File: config.mk
export PLATFORM = sky130hd
export DESIGN_NAME = sel_sequencer
export DESIGN_NICKNAME = d
export VERILOG_FILES = /design/src/rtl/sel_sequencer_pkg.sv /design/src/rtl/sel_code_map.sv /design/src/rtl/sel_sequencer.sv
export SDC_FILE = /design/constraint.sdc
export NUM_CORES = 1
export LEC_CHECK = 0
export CAP_MARGIN = 20
export CORE_MARGIN = 2
export CORE_UTILIZATION = 40
export CTS_BUF_LIST = sky130_fd_sc_hd__clkbuf_8
export DETAILED_ROUTE_END_ITERATION = 10
export GPL_TIMING_DRIVEN = 1
export PLACE_DENSITY_LB_ADDON = 0.05
export SYNTH_ARGS = -nofsm -noshare
export SYNTH_HDL_FRONTEND = slang
export SYNTH_HIERARCHICAL = 1
export SYNTH_SLANG_ARGS = --single-unit
File: constraint.sdc
create_clock -name clk -period 1.49 [get_ports clk]
set_input_delay 0.2235 -clock clk [delete_from_list [all_inputs] [get_ports clk]]
set_output_delay 0.2235 -clock clk [all_outputs]
set_load 0.02 [all_outputs]
File: src/rtl/sel_sequencer_pkg.sv
`default_nettype none
// ============================================================================
// Module      : sel_sequencer_pkg
// Description : Shared types and constants for the select-code sequencer.
// Revision    : 1.0 - initial release
// ============================================================================
package sel_sequencer_pkg;

    localparam int CODE_W = 2;

    localparam logic [CODE_W-1:0] MODE_BIN_UP = 2'b00;
    localparam logic [CODE_W-1:0] MODE_GRAY   = 2'b01;
    localparam logic [CODE_W-1:0] MODE_BIN_DN = 2'b10;
    localparam logic [CODE_W-1:0] MODE_RSVD   = 2'b11;

    typedef enum logic [1:0] {
        IDLE    = 2'd0,
        PRESENT = 2'd1,
        HOLD    = 2'd2,
        DONE    = 2'd3
    } state_t;

endpackage : sel_sequencer_pkg
`default_nettype wire

File: src/rtl/sel_code_map.sv
`default_nettype none
// ============================================================================
// Module      : sel_code_map
// Description : Maps a sweep step to the select code for the chosen order.
// Revision    : 1.0 - initial release
// ============================================================================
module sel_code_map
    import sel_sequencer_pkg::*;
(
    input  logic [CODE_W-1:0] mode,
    input  logic [CODE_W-1:0] step,
    output logic [CODE_W-1:0] x
);

    // The reserved mode falls into the default and sweeps binary up.
    always_comb begin
        case (mode)
            MODE_GRAY:   x = step ^ {1'b0, step[CODE_W-1]};
            MODE_BIN_DN: x = ~step;
            default:     x = step;
        endcase
    end

endmodule : sel_code_map
`default_nettype wire

File: src/rtl/sel_sequencer.sv
`default_nettype none
// ============================================================================
// Module      : sel_sequencer
// Description : Sweeps the four select codes over a valid/ready handshake,
//               dwelling after each acceptance, for a fixed number of passes.
// Revision    : 1.0 - initial release
// ============================================================================
module sel_sequencer
    import sel_sequencer_pkg::*;
#(
    parameter int DWELL  = 4,
    parameter int PASSES = 2
) (
    input  logic                             clk,
    input  logic                             rst,
    input  logic                             start,
    input  logic [1:0]                       mode,
    output logic [1:0]                       x,
    output logic                             x_valid,
    input  logic                             x_ready,
    output logic                             busy,
    output logic                             done,
    output logic [$clog2(PASSES+1)-1:0]      pass_cnt
);

    localparam int c_dwell_w = (DWELL > 1) ? $clog2(DWELL) : 1;
    localparam int c_pass_w  = $clog2(PASSES + 1);

    localparam logic [c_dwell_w-1:0] c_dwell_load = c_dwell_w'(DWELL - 1);
    localparam logic [c_pass_w-1:0]  c_passes     = c_pass_w'(PASSES);
    localparam logic [CODE_W-1:0]    c_last_step  = 2'd3;

    state_t                r_state;
    state_t                w_next_state;
    logic [CODE_W-1:0]     r_mode;
    logic [CODE_W-1:0]     r_step;
    logic [CODE_W-1:0]     r_x;
    logic [c_dwell_w-1:0]  r_dwell;
    logic [c_pass_w-1:0]   r_pass_cnt;

    logic [CODE_W-1:0]     w_code;
    logic [c_pass_w-1:0]   w_pass_inc;
    logic                  w_start_run;
    logic                  w_accept;
    logic                  w_step_adv;
    logic                  w_pass_end;

    sel_code_map u_code_map (
        .mode (r_mode),
        .step (r_step),
        .x    (w_code)
    );

    assign w_pass_inc = r_pass_cnt + 1'b1;
    assign pass_cnt   = r_pass_cnt;

    always_comb begin
        w_next_state = r_state;
        w_start_run  = 1'b0;
        w_accept     = 1'b0;
        w_step_adv   = 1'b0;
        w_pass_end   = 1'b0;
        x_valid      = 1'b0;
        done         = 1'b0;
        busy         = (r_state != IDLE);

        case (r_state)
            IDLE: begin
                if (start) begin
                    w_start_run  = 1'b1;
                    w_next_state = PRESENT;
                end
            end
            PRESENT: begin
                x_valid = 1'b1;
                if (x_ready) begin
                    w_accept     = 1'b1;
                    w_next_state = HOLD;
                end
            end
            HOLD: begin
                if (r_dwell == '0) begin
                    if (r_step == c_last_step) begin
                        w_pass_end   = 1'b1;
                        w_next_state = (w_pass_inc == c_passes) ? DONE : PRESENT;
                    end else begin
                        w_step_adv   = 1'b1;
                        w_next_state = PRESENT;
                    end
                end
            end
            DONE: begin
                done         = 1'b1;
                w_next_state = IDLE;
            end
            default: begin
                w_next_state = IDLE;
            end
        endcase

        // Outside PRESENT the last offered code stays on the bus.
        x = x_valid ? w_code : r_x;
    end

    always_ff @(posedge clk) begin
        if (rst) begin
            r_state    <= IDLE;
            r_mode     <= MODE_BIN_UP;
            r_step     <= '0;
            r_x        <= '0;
            r_dwell    <= '0;
            r_pass_cnt <= '0;
        end else begin
            r_state <= w_next_state;

            if (r_state == PRESENT) begin
                r_x <= w_code;
            end

            if (w_accept) begin
                r_dwell <= c_dwell_load;
            end else if ((r_state == HOLD) && (r_dwell != '0)) begin
                r_dwell <= r_dwell - 1'b1;
            end

            if (w_start_run) begin
                r_mode     <= mode;
                r_step     <= '0;
                r_pass_cnt <= '0;
            end else if (w_pass_end) begin
                r_step     <= '0;
                r_pass_cnt <= w_pass_inc;
            end else if (w_step_adv) begin
                r_step     <= r_step + 1'b1;
            end
        end
    end

endmodule : sel_sequencer
`default_nettype wire

==> flow_summary_export.csv <==
group,metric,value,unit
route,totalWireLength,1480,µm
floorplan,start_util,41.3,%
placement,place.port_buffers,12,
floorplan,ioPinCount,13,
clock_network,clock_tree.buffer_depth,2,
route,drc,0,
worst_hold_path,timing.hold.worst_endpoint,"r_dwell[0]$_SDFFE_PP0P_",
cells_and_area,n_antenna_cell,0,
sta,totalNegativeSetupSlack,-0.632,ns
power_and_ir_drop,power_density,824,nW/µm²
sta,max_freq,559,MHz
cells_and_area,finalNonFillerCells,116,
placement,detailedPlacementHpwl,1000,µm
grt,grt_overflow,0,
synthesis,ff_latch_count_synth,12,
cells_and_area,syn_to_final_growth,43.9,%
route,drt-vias-per-instance,4.85,
worst_setup_path,timing.reg2reg.worst_path_depth,7,
clock_network,cts_inserted_buffers,3,
route,drt_first_pass_iters,3,
synthesis,async_flop_share,0,%
route,detailroute.via_count,563,
cells_and_area,fin_nets,112,
cells_and_area,drive_above_1_share,36.4,%
worst_hold_path,min-delay-path-class,"flip-flop to flip-flop",
sta,finalSetupViolations,3,
synthesis,synth_cell_types,32,
synthesis,synth.most_common_cell,"sky130_fd_sc_hd__dfxtp_1",
cells_and_area,fin_util,59.5,%
worst_hold_path,hold_wc_startpoint,"r_dwell[0]$_SDFFE_PP0P_",
synthesis,netlist_instances,76,
placement,placement.cell_area,895,µm²
synthesis,yosys.area.top_type_share,34.4,%
grt,track_usage,17.9,%
synthesis,synth_flop_cell,"sky130_fd_sc_hd__dfxtp_1",
synthesis,syn_area,698,µm²
synthesis,yosysSeqAreaShare,34.4,%
synthesis,synthesis.area_per_instance,9.19,µm²
sta,finalHoldViolCount,0,
grt,initial_antenna_violation_count,0,
sta,tightest_slew,0.292,ns
worst_setup_path,worstPathMaxFanout,4,
floorplan,die_w,45.8,µm
outcome,failing_checks,"negative setup slack",
synthesis,netlist.top_cell.by_area,"sky130_fd_sc_hd__dfxtp_1",
synthesis,synth.net_count,87,
grt,first_global_vias,569,
sta,maxSlewViolCount,0,
worst_setup_path,regToRegStartpoint,"r_mode[1]$_SDFFE_PP0P_",
floorplan,fp.dieArea,2100,µm²
clock_network,cts_root_buf,"sky130_fd_sc_hd__clkbuf_8",
cells_and_area,final.fill_count,156,
placement,place.gp.congestion,0.729,
power_and_ir_drop,power.static_leakage,0.000446,µW
placement,numPlacedInstances,111,
sta,grt_setup_unrepaired,"yes",
outcome,run_status,"complete, but fails checks",
sta,slew_headroom,80.4,%
power_and_ir_drop,power.ir.vdd_worst,0.000527,V
clock_network,clkLatencyLatePin,0.24,ns
clock_network,clock_tree.htree_level_count,1,
grt,grt_start_max_net_pins,9,
synthesis,synth-edff-count,0,
worst_setup_path,timing.critical_path.to_type,"output pin",
synthesis,synth.yosys.warnings,6,
power_and_ir_drop,post-layout-total-power,827,µW
worst_setup_path,crit_start,"r_mode[1]$_SDFFE_PP0P_",
worst_setup_path,reg2reg_to,"r_x[0]$_SDFFE_PP0N_",
cells_and_area,finalInstanceArea,1000,µm²
worst_setup_path,required,1.27,ns
floorplan,coreArea,1690,µm²
sta,worst_clock_skew,0.00307,ns
floorplan,die_height,45.8,µm
worst_setup_path,worst_setup_path_start_kind,"flip-flop",
synthesis,post_synth_most_frequent_cells,"12 x sky130_fd_sc_hd__dfxtp_1, 6 x sky130_fd_sc_hd__inv_1, 6 x sky130_fd_sc_hd__nor2_1, 5 x sky130_fd_sc_hd__ha_1, 5 x sky130_fd_sc_hd__nand2_1",
worst_setup_path,critical_path_class,"flip-flop to output pin",
clock_network,clock_sink_count,12,
grt,grt_pass1_wl,2660,µm
flow_run,drv.max_cap_violation_count,0,
worst_setup_path,cp.arrival,1.56,ns
worst_setup_path,setup.reg_to_reg.worst_slack,-0.05,ns
route,routed_antenna_nets,0,
clock_network,cts.reportedPaths.clkPinSlew,0.05,ns
sta,fin_crit_sh,120,%
sta,finalWorstSetupSlack,-0.297,ns
synthesis,synth.top_cells.by_area,"sky130_fd_sc_hd__dfxtp_1 34%, sky130_fd_sc_hd__ha_1 9.0%, sky130_fd_sc_hd__mux2i_1 5.7%",
clock_network,tritoncts_clock_tree,"done",
sta,min_period,1.79,ns
route,drt-wirelength-per-cell,12.8,µm
route,starting_drc_count_in_detailed_routing,6,
floorplan,placementRows,15,
worst_hold_path,worstHoldPathCells,2,
## routing by layer
layer	part of all wire, %	vias up	global-route usage [%]
met5	0	-	0
met4	0.81	0	8.57
met3	3.0	2	3.97
met2	44	9	25.1
met1	52	246	25.5
li1	-	306	-
## metrics by stage
stage	hold slack, ns	setup WS [ns]
floorplan	0.371	0.0101
finish	0.503	-0.297
global placement	0.489	-0.484
CTS	0.504	-0.279
detailed placement	0.491	-0.516
global route	0.546	-0.345
## repair_timing
| action | in CTS | in global routing |
|---|---|---|
| setup endpoints to repair | 7 | 3 |
| hold buffers | 0 | 0 |
| pin swaps | 2 | 2 |
| setup buffers | 1 | 1 |
| gates cloned | 0 | 0 |
| gates resized for setup | 29 | 5 |
## registers in the layout, summed over array words and instances, names as in the netlist
name / count
pass_cnt: 2
r_dwell: 2
r_mode: 2
r_state: 2
r_step: 2
r_x: 2
## where the power goes
group          leakage, µW  internal (µW)  switching (µW)
sequential       0.0000987            335            13.0
combinational     0.000326            100            85.6
clock            0.0000216            178             116
total             0.000446            613             214
## critical path, cell delays in order, from the launching register on
cell and delay (ns):
sky130_fd_sc_hd__dfxtp_2 0.34, sky130_fd_sc_hd__buf_6 0.12, sky130_fd_sc_hd__ha_4 0.23, sky130_fd_sc_hd__o21ai_2 0.15, sky130_fd_sc_hd__o31ai_2 0.08, sky130_fd_sc_hd__mux2_4 0.28
sky130_fd_sc_hd__buf_6 0.13
## cells by family after synthesis
| kind of cell | after synthesis | share of synthesized area, % |
|---|---|---|
| AO/OA/AOI/OAI | 15 | 14.3 |
| adder cells (fa/ha/maj) | 5 | 8.96 |
| multiplexers | 6 | 8.96 |
| XOR/XNOR | 1 | 1.25 |
| AND/OR/NAND/NOR | 28 | 26.0 |
| flip-flops | 12 | 34.4 |
| buffers and inverters | 9 | 6.09 |
## area by class of cell
class                      instances  area [µm²]  share of cell area, %
clock buffer                       3        41.3                   4.11
timing repair buffer              23         204                   20.3
multi-input combinational         55         470                   46.8
inverter                           6        22.5                   2.24
sequential                        12         245                   24.4
tap                               17        21.3                   2.12
## cell usage in the layout (no fill, tap or decap), drive strengths merged
| cell | instances |
|---|---|
| xnor2 | 1 |
| buf | 14 |
| dlymetal6s2s | 1 |
| nor2b | 4 |
| inv | 6 |
| nor3b | 1 |
| a21oi | 5 |
| a31oi | 1 |
| o31ai | 1 |
| nand2 | 5 |
| a21o | 1 |
| mux2 | 2 |
| o22a | 1 |
| dlygate4sd2 | 2 |
| and4b | 1 |
| ha | 5 |
| nor2 | 6 |
| or3b | 1 |
| a211oi | 1 |
| mux2i | 4 |
| clkdlybuf4s50 | 6 |
| or2 | 2 |
| clkbuf | 3 |
| nand3b | 1 |
| and2 | 1 |
| nand2b | 4 |
| o21ai | 5 |
| dfxtp | 12 |
| or3 | 2 |
## how the worst max path moves through the flow
| stage | slack (ns) | to | cells past startpoint |
|---|---|---|---|
| finish | -0.30 | x[0] | 6 |
| global route | -0.35 | x[0] | 6 |
| CTS | -0.28 | x[0] | 6 |
| detailed placement | -0.52 | x[0] | 6 |
| global placement | -0.48 | x[0] | 6 |
| floorplan | 0.01 | r_x[0]$_SDFFE_PP0N_ | 6 |
(Power assumes the default switching activity.)
